==> config.mk <==
export PLATFORM = sky130hd
export DESIGN_NAME = axis_fifo_core
export DESIGN_NICKNAME = d
export VERILOG_FILES = /design/src/rtl/axis_fifo_pkg.sv /design/src/rtl/axis_fifo_ram.sv /design/src/rtl/axis_fifo_core.sv
export SDC_FILE = /design/constraint.sdc
export NUM_CORES = 1
export LEC_CHECK = 0
export ABC_AREA = 1
export BUFFER_PORTS_ARGS = -buffer_cell sky130_fd_sc_hd__buf_2
export CORE_MARGIN = 1.5
export CORE_UTILIZATION = 45
export DETAILED_ROUTE_END_ITERATION = 16
export PLACE_DENSITY = 0.64
export SLEW_MARGIN = 5
export SYNTH_ARGS = -nofsm -noshare
export SYNTH_HDL_FRONTEND = slang
export SYNTH_SLANG_ARGS = --single-unit
export TNS_END_PERCENT = 5
==> constraint.sdc <==
create_clock -name clk -period 4.15 [get_ports clk]
set_clock_uncertainty 0.1 [all_clocks]
set_input_delay 0.83 -clock clk [delete_from_list [all_inputs] [get_ports clk]]
set_output_delay 0.83 -clock clk [all_outputs]
set_load 0.03 [all_outputs]
==> src/rtl/axis_fifo_pkg.sv <==
//------------------------------------------------------------------------------
// Module  : axis_fifo_pkg
// Brief   : Shared defaults, data type and pointer-width helper for axis_fifo.
// Rev     : 1.0 - initial release
//------------------------------------------------------------------------------
`default_nettype none

package axis_fifo_pkg;

  localparam int DATA_W_DEF = 16;
  localparam int DEPTH_DEF  = 8;

  typedef logic [DATA_W_DEF-1:0] data_t;

  // One extra MSB beyond the address lets equal addresses mean full or empty.
  function automatic int ptr_w(input int depth);
    return $clog2(depth) + 1;
  endfunction

endpackage

`default_nettype wire

==> src/rtl/axis_fifo_ram.sv <==
//------------------------------------------------------------------------------
// Module  : axis_fifo_ram
// Brief   : DEPTH x DATA_W register array, sync write, registered sync read.
// Rev     : 1.0 - initial release
//------------------------------------------------------------------------------
`default_nettype none

module axis_fifo_ram
  import axis_fifo_pkg::*;
#(
  parameter int DEPTH  = DEPTH_DEF,
  parameter int DATA_W = DATA_W_DEF,
  parameter int ADDR_W = ptr_w(DEPTH) - 1
) (
  input  logic              clk,
  input  logic              resetn,
  input  logic              wr_en,
  input  logic [ADDR_W-1:0] wr_addr,
  input  logic [DATA_W-1:0] wr_data,
  input  logic              rd_en,
  input  logic [ADDR_W-1:0] rd_addr,
  output logic [DATA_W-1:0] rd_data
);

  logic [DATA_W-1:0] r_mem [DEPTH];

  // Storage is deliberately not reset; only the output register is.
  always_ff @(posedge clk) begin
    if (wr_en) begin
      r_mem[wr_addr] <= wr_data;
    end
  end

  always_ff @(posedge clk) begin
    if (!resetn) begin
      rd_data <= '0;
    end else if (rd_en) begin
      rd_data <= r_mem[rd_addr];
    end
  end

endmodule

`default_nettype wire

==> src/rtl/axis_fifo_core.sv <==
//------------------------------------------------------------------------------
// Module  : axis_fifo_core
// Brief   : Single-clock registered-read FIFO with empty/almost-full flags.
//           Define AXIS_FIFO_OVF_FLAG_EN to add the sticky fifo_ovf output.
// Rev     : 1.0 - initial release
//------------------------------------------------------------------------------
`default_nettype none

module axis_fifo_core
  import axis_fifo_pkg::*;
#(
  parameter int DEPTH       = DEPTH_DEF,
  parameter int DATA_W      = DATA_W_DEF,
  parameter int AFULL_LEVEL = DEPTH - 2
) (
  input  logic              clk,
  input  logic              resetn,
  input  logic              wr_en,
  input  logic [DATA_W-1:0] wr_data,
  input  logic              rd_en,
  output logic [DATA_W-1:0] rd_data,
  output logic              fifo_empty,
  output logic              fifo_afull
`ifdef AXIS_FIFO_OVF_FLAG_EN
  ,
  output logic              fifo_ovf
`endif
);

  localparam int PTR_W  = ptr_w(DEPTH);
  localparam int ADDR_W = PTR_W - 1;
  localparam logic [PTR_W-1:0] C_AFULL = PTR_W'(AFULL_LEVEL);
  localparam logic [PTR_W-1:0] C_ONE   = PTR_W'(1);

  logic [PTR_W-1:0] r_wptr;
  logic [PTR_W-1:0] r_rptr;
  logic [PTR_W-1:0] r_count;
  logic             r_empty;
  logic             r_afull;

  logic             w_full;
  logic             w_empty;
  logic             w_rd_acc;
  logic             w_wr_acc;
  logic [PTR_W-1:0] w_count_nxt;

  assign w_empty  = (r_wptr == r_rptr);
  assign w_full   = (r_wptr[ADDR_W-1:0] == r_rptr[ADDR_W-1:0]) &&
                    (r_wptr[PTR_W-1] != r_rptr[PTR_W-1]);
  assign w_rd_acc = rd_en && !w_empty;
  // A same-edge read frees a slot, so a write into a full FIFO still lands.
  assign w_wr_acc = wr_en && (!w_full || w_rd_acc);

  always_comb begin
    w_count_nxt = r_count;
    if (w_wr_acc && !w_rd_acc) begin
      w_count_nxt = r_count + C_ONE;
    end else if (w_rd_acc && !w_wr_acc) begin
      w_count_nxt = r_count - C_ONE;
    end
  end

  always_ff @(posedge clk) begin
    if (!resetn) begin
      r_wptr  <= '0;
      r_rptr  <= '0;
      r_count <= '0;
      r_empty <= 1'b1;
      r_afull <= 1'b0;
    end else begin
      if (w_wr_acc) begin
        r_wptr <= r_wptr + C_ONE;
      end
      if (w_rd_acc) begin
        r_rptr <= r_rptr + C_ONE;
      end
      r_count <= w_count_nxt;
      r_empty <= (w_count_nxt == '0);
      r_afull <= (w_count_nxt >= C_AFULL);
    end
  end

  assign fifo_empty = r_empty;
  assign fifo_afull = r_afull;

`ifdef AXIS_FIFO_OVF_FLAG_EN
  logic r_ovf;

  always_ff @(posedge clk) begin
    if (!resetn) begin
      r_ovf <= 1'b0;
    end else if (wr_en && !w_wr_acc) begin
      r_ovf <= 1'b1;
    end
  end

  assign fifo_ovf = r_ovf;
`endif

  axis_fifo_ram #(
    .DEPTH  (DEPTH),
    .DATA_W (DATA_W),
    .ADDR_W (ADDR_W)
  ) u_ram (
    .clk     (clk),
    .resetn  (resetn),
    .wr_en   (w_wr_acc),
    .wr_addr (r_wptr[ADDR_W-1:0]),
    .wr_data (wr_data),
    .rd_en   (w_rd_acc),
    .rd_addr (r_rptr[ADDR_W-1:0]),
    .rd_data (rd_data)
  );

endmodule

`default_nettype wire

==> reports/metrics.yaml <==
final_cell_mix: "edfxtp_1, nor2_1, o21ai_0"
hold_viol: 0
synth_seq_cells: 158
status: "finished, final reports clean"
yosysUniqueCellTypes: 27
ctsHoldBuffers: 0
avgRoutedWirePerCell_um: 16.8
vias: 4164
synth-adder-area-share_pct: 0.793
setup_slack_ns: 1.05
crit_type: "reg2reg"
final_common_cell: "edfxtp_1"
arrival_ns: 3.12
std_cell_rows: 43
synth_compound_area_share_pct: 12.1
die_area_um2: 14700
setup_tns_ns: 0
fin_nets: 614
drt_drc_violations_left: 0
track_usage_pct: 19.3
place_ws_ns: 1.05
htree_levels: 4
synth_cells: 550
fmax_mhz: 323
gp_congestion: 0.772
slew_violations: 0
core-area_um2: 13800
stdcell_count: 783
synthSimpleGateAreaFrac_pct: 13.1
cts_buffers: 17
grt-ovfl-total: 0
synth_ff_type: "edfxtp_1"
relSlewSlack_pct: 40.8
seq_area_frac_synth_pct: 70.4
dp.cells: 751
postRouteWirelength_mm: 13.2
rsz0062_at_grt: "false"
fin_hold_ws_ns: 0.361
first_global_vias: 4217
post_cts_buffers: 0
critPathLaunchType: "register"
worstMarginPinSlew_ns: 0.887
p_total_mw: 3.86
syn_area_per_cell_um2: 11.5
cellLeakagePower_nw: 2.63
drt_iter0_drc: 217
ant_nets: 0
ctsLongestPathBuffers: 2
area_delta_synth_final_pct: 15.4
syn_nets: 574
cts_tree: "done"
firstDrtPassIters: 7
antenna_found_initial: 0
worstPathMaxFanout: 37
initial_core_util_pct: 45.8
final_area_um2: 7280
synth_edf_count: 128
clk_latency_ns: 0.42
fin_util_pct: 52.9
synthXorXnorAreaFrac_pct: 0.694
port-buffer-count: 37
diodes: 0
max_cap_viol_count: 0
grt_max_degree: 66
syn_area_um2: 6310
path_clk_slew_ns: 0.06
root_buffer: "clkbuf_16"
ys_async_sr_fraction_pct: 0
placed_cell_area_um2: 6700
setup_violations: 0
crit_required_ns: 4.17
hpwl_mm: 7.80
drive_gt1_share_pct: 16.1
peakVddDrop_mv: 0.289
die_h_um: 121
io-pin-count: 38
period_share_pct: 74.6
cts_resized: 0
vias_per_cell: 5.32
period_minus_slack_ns: 3.10
cts.sinks: 158
grt_pass1_wl_mm: 20.9
synth_top_family_by_area: "simple AND/OR/NAND/NOR gates"
p_per_area_nw_per_um2: 530
hp-class: "reg2reg"
synth.area.mux_share_pct: 0
die_w_um: 121
cp-end-kind: "register"
nFillCells: 1243
yosys_warnings: 0
==> cell type report <==
class	instances	area [um^2]	share of cell area (%)
clock inverters	13	146	2.01
multi-input cells	346	1690	23.2
clock buffers	19	433	5.94
inverters	18	67.6	0.928
flip-flops and latches	158	4450	61.0
well taps	180	225	3.09
repair buffers	49	275	3.78
==> registers in the layout, indices dropped and copies added (netlist names) <==
signal / cells
fifo_afull: 1
fifo_empty: 1
r_count: 4
r_rptr: 4
r_wptr: 4
u_ram.r_mem: 128
u_ram.rd_data: 16
==> final timing paths <==
path | start | endpoint | slack, ns | cells past startpoint
max | r_rptr[1]$_SDFFE_PN0N_ | u_ram.r_mem[3][15]$_DFFE_PP_ | 1.05 | 13
min | u_ram.rd_data[1]$_SDFFE_PN0N_ | u_ram.rd_data[1]$_SDFFE_PN0N_ | 0.36 | 2
min reg2reg | u_ram.rd_data[1]$_SDFFE_PN0N_ | u_ram.rd_data[1]$_SDFFE_PN0N_ | 0.36 | 2
max reg2reg | r_rptr[1]$_SDFFE_PN0N_ | u_ram.r_mem[3][15]$_DFFE_PP_ | 1.05 | 13
==> kinds of logic after synthesis <==
group                    after synthesis
AO/OA/AOI/OAI                        142
XOR/XNOR                               5
adder cells (fa/ha/maj)                4
buffers and inverters                 46
flip-flops                           158
AND/OR/NAND/NOR                      195
==> Yosys cell counts (2+ instances only) <==
cell type	count	area share, %
ha_1	4	0.79
nand4_1	4	0.40
a21oi_2	4	0.55
nand2_2	2	0.20
o21ai_1	7	0.55
clkbuf_1	22	1.3
o21ai_0	78	6.2
nor2_1	110	6.5
nand2_4	3	0.54
a21oi_1	21	1.7
nand2_1	64	3.8
xor2_1	5	0.69
inv_2	5	0.30
edfxtp_1	128	61
nand3_1	5	0.40
inv_1	13	0.77
o22ai_1	32	3.2
dfxtp_1	30	9.5
buf_2	5	0.40
==> critical path, cell delays in order, from the launching register on <==
cell	delay (ns)
dfxtp_1	0.38
inv_2	0.47
nand2_1	0.14
nand2_2	0.11
nor2_4	0.05
nand2_4	0.10
nand2_8	0.18
inv_2	0.11
or2_4	0.12
nand2_4	0.06
inv_2	0.12
nand2_2	0.08
nor2_1	0.44
buf_4	0.30
==> power by group <==
group | switching (mW) | leakage, nW | total (mW) | internal, mW
Clock | 0.580 | 0.283 | 1.52 | 0.936
Sequential | 0.0399 | 1.41 | 1.82 | 1.78
Combinational | 0.367 | 0.936 | 0.528 | 0.161
Total | 0.987 | 2.63 | 3.86 | 2.88
==> layer usage <==
layer,part of all wire [%],vias to the layer above,global-route usage [%]
met5,0,-,0
met4,2.3,0,9.12
met3,5.1,20,5.26
met2,51,97,32.5
met1,42,2017,22.9
li1,-,2030,-
(Power assumes the default switching activity.)
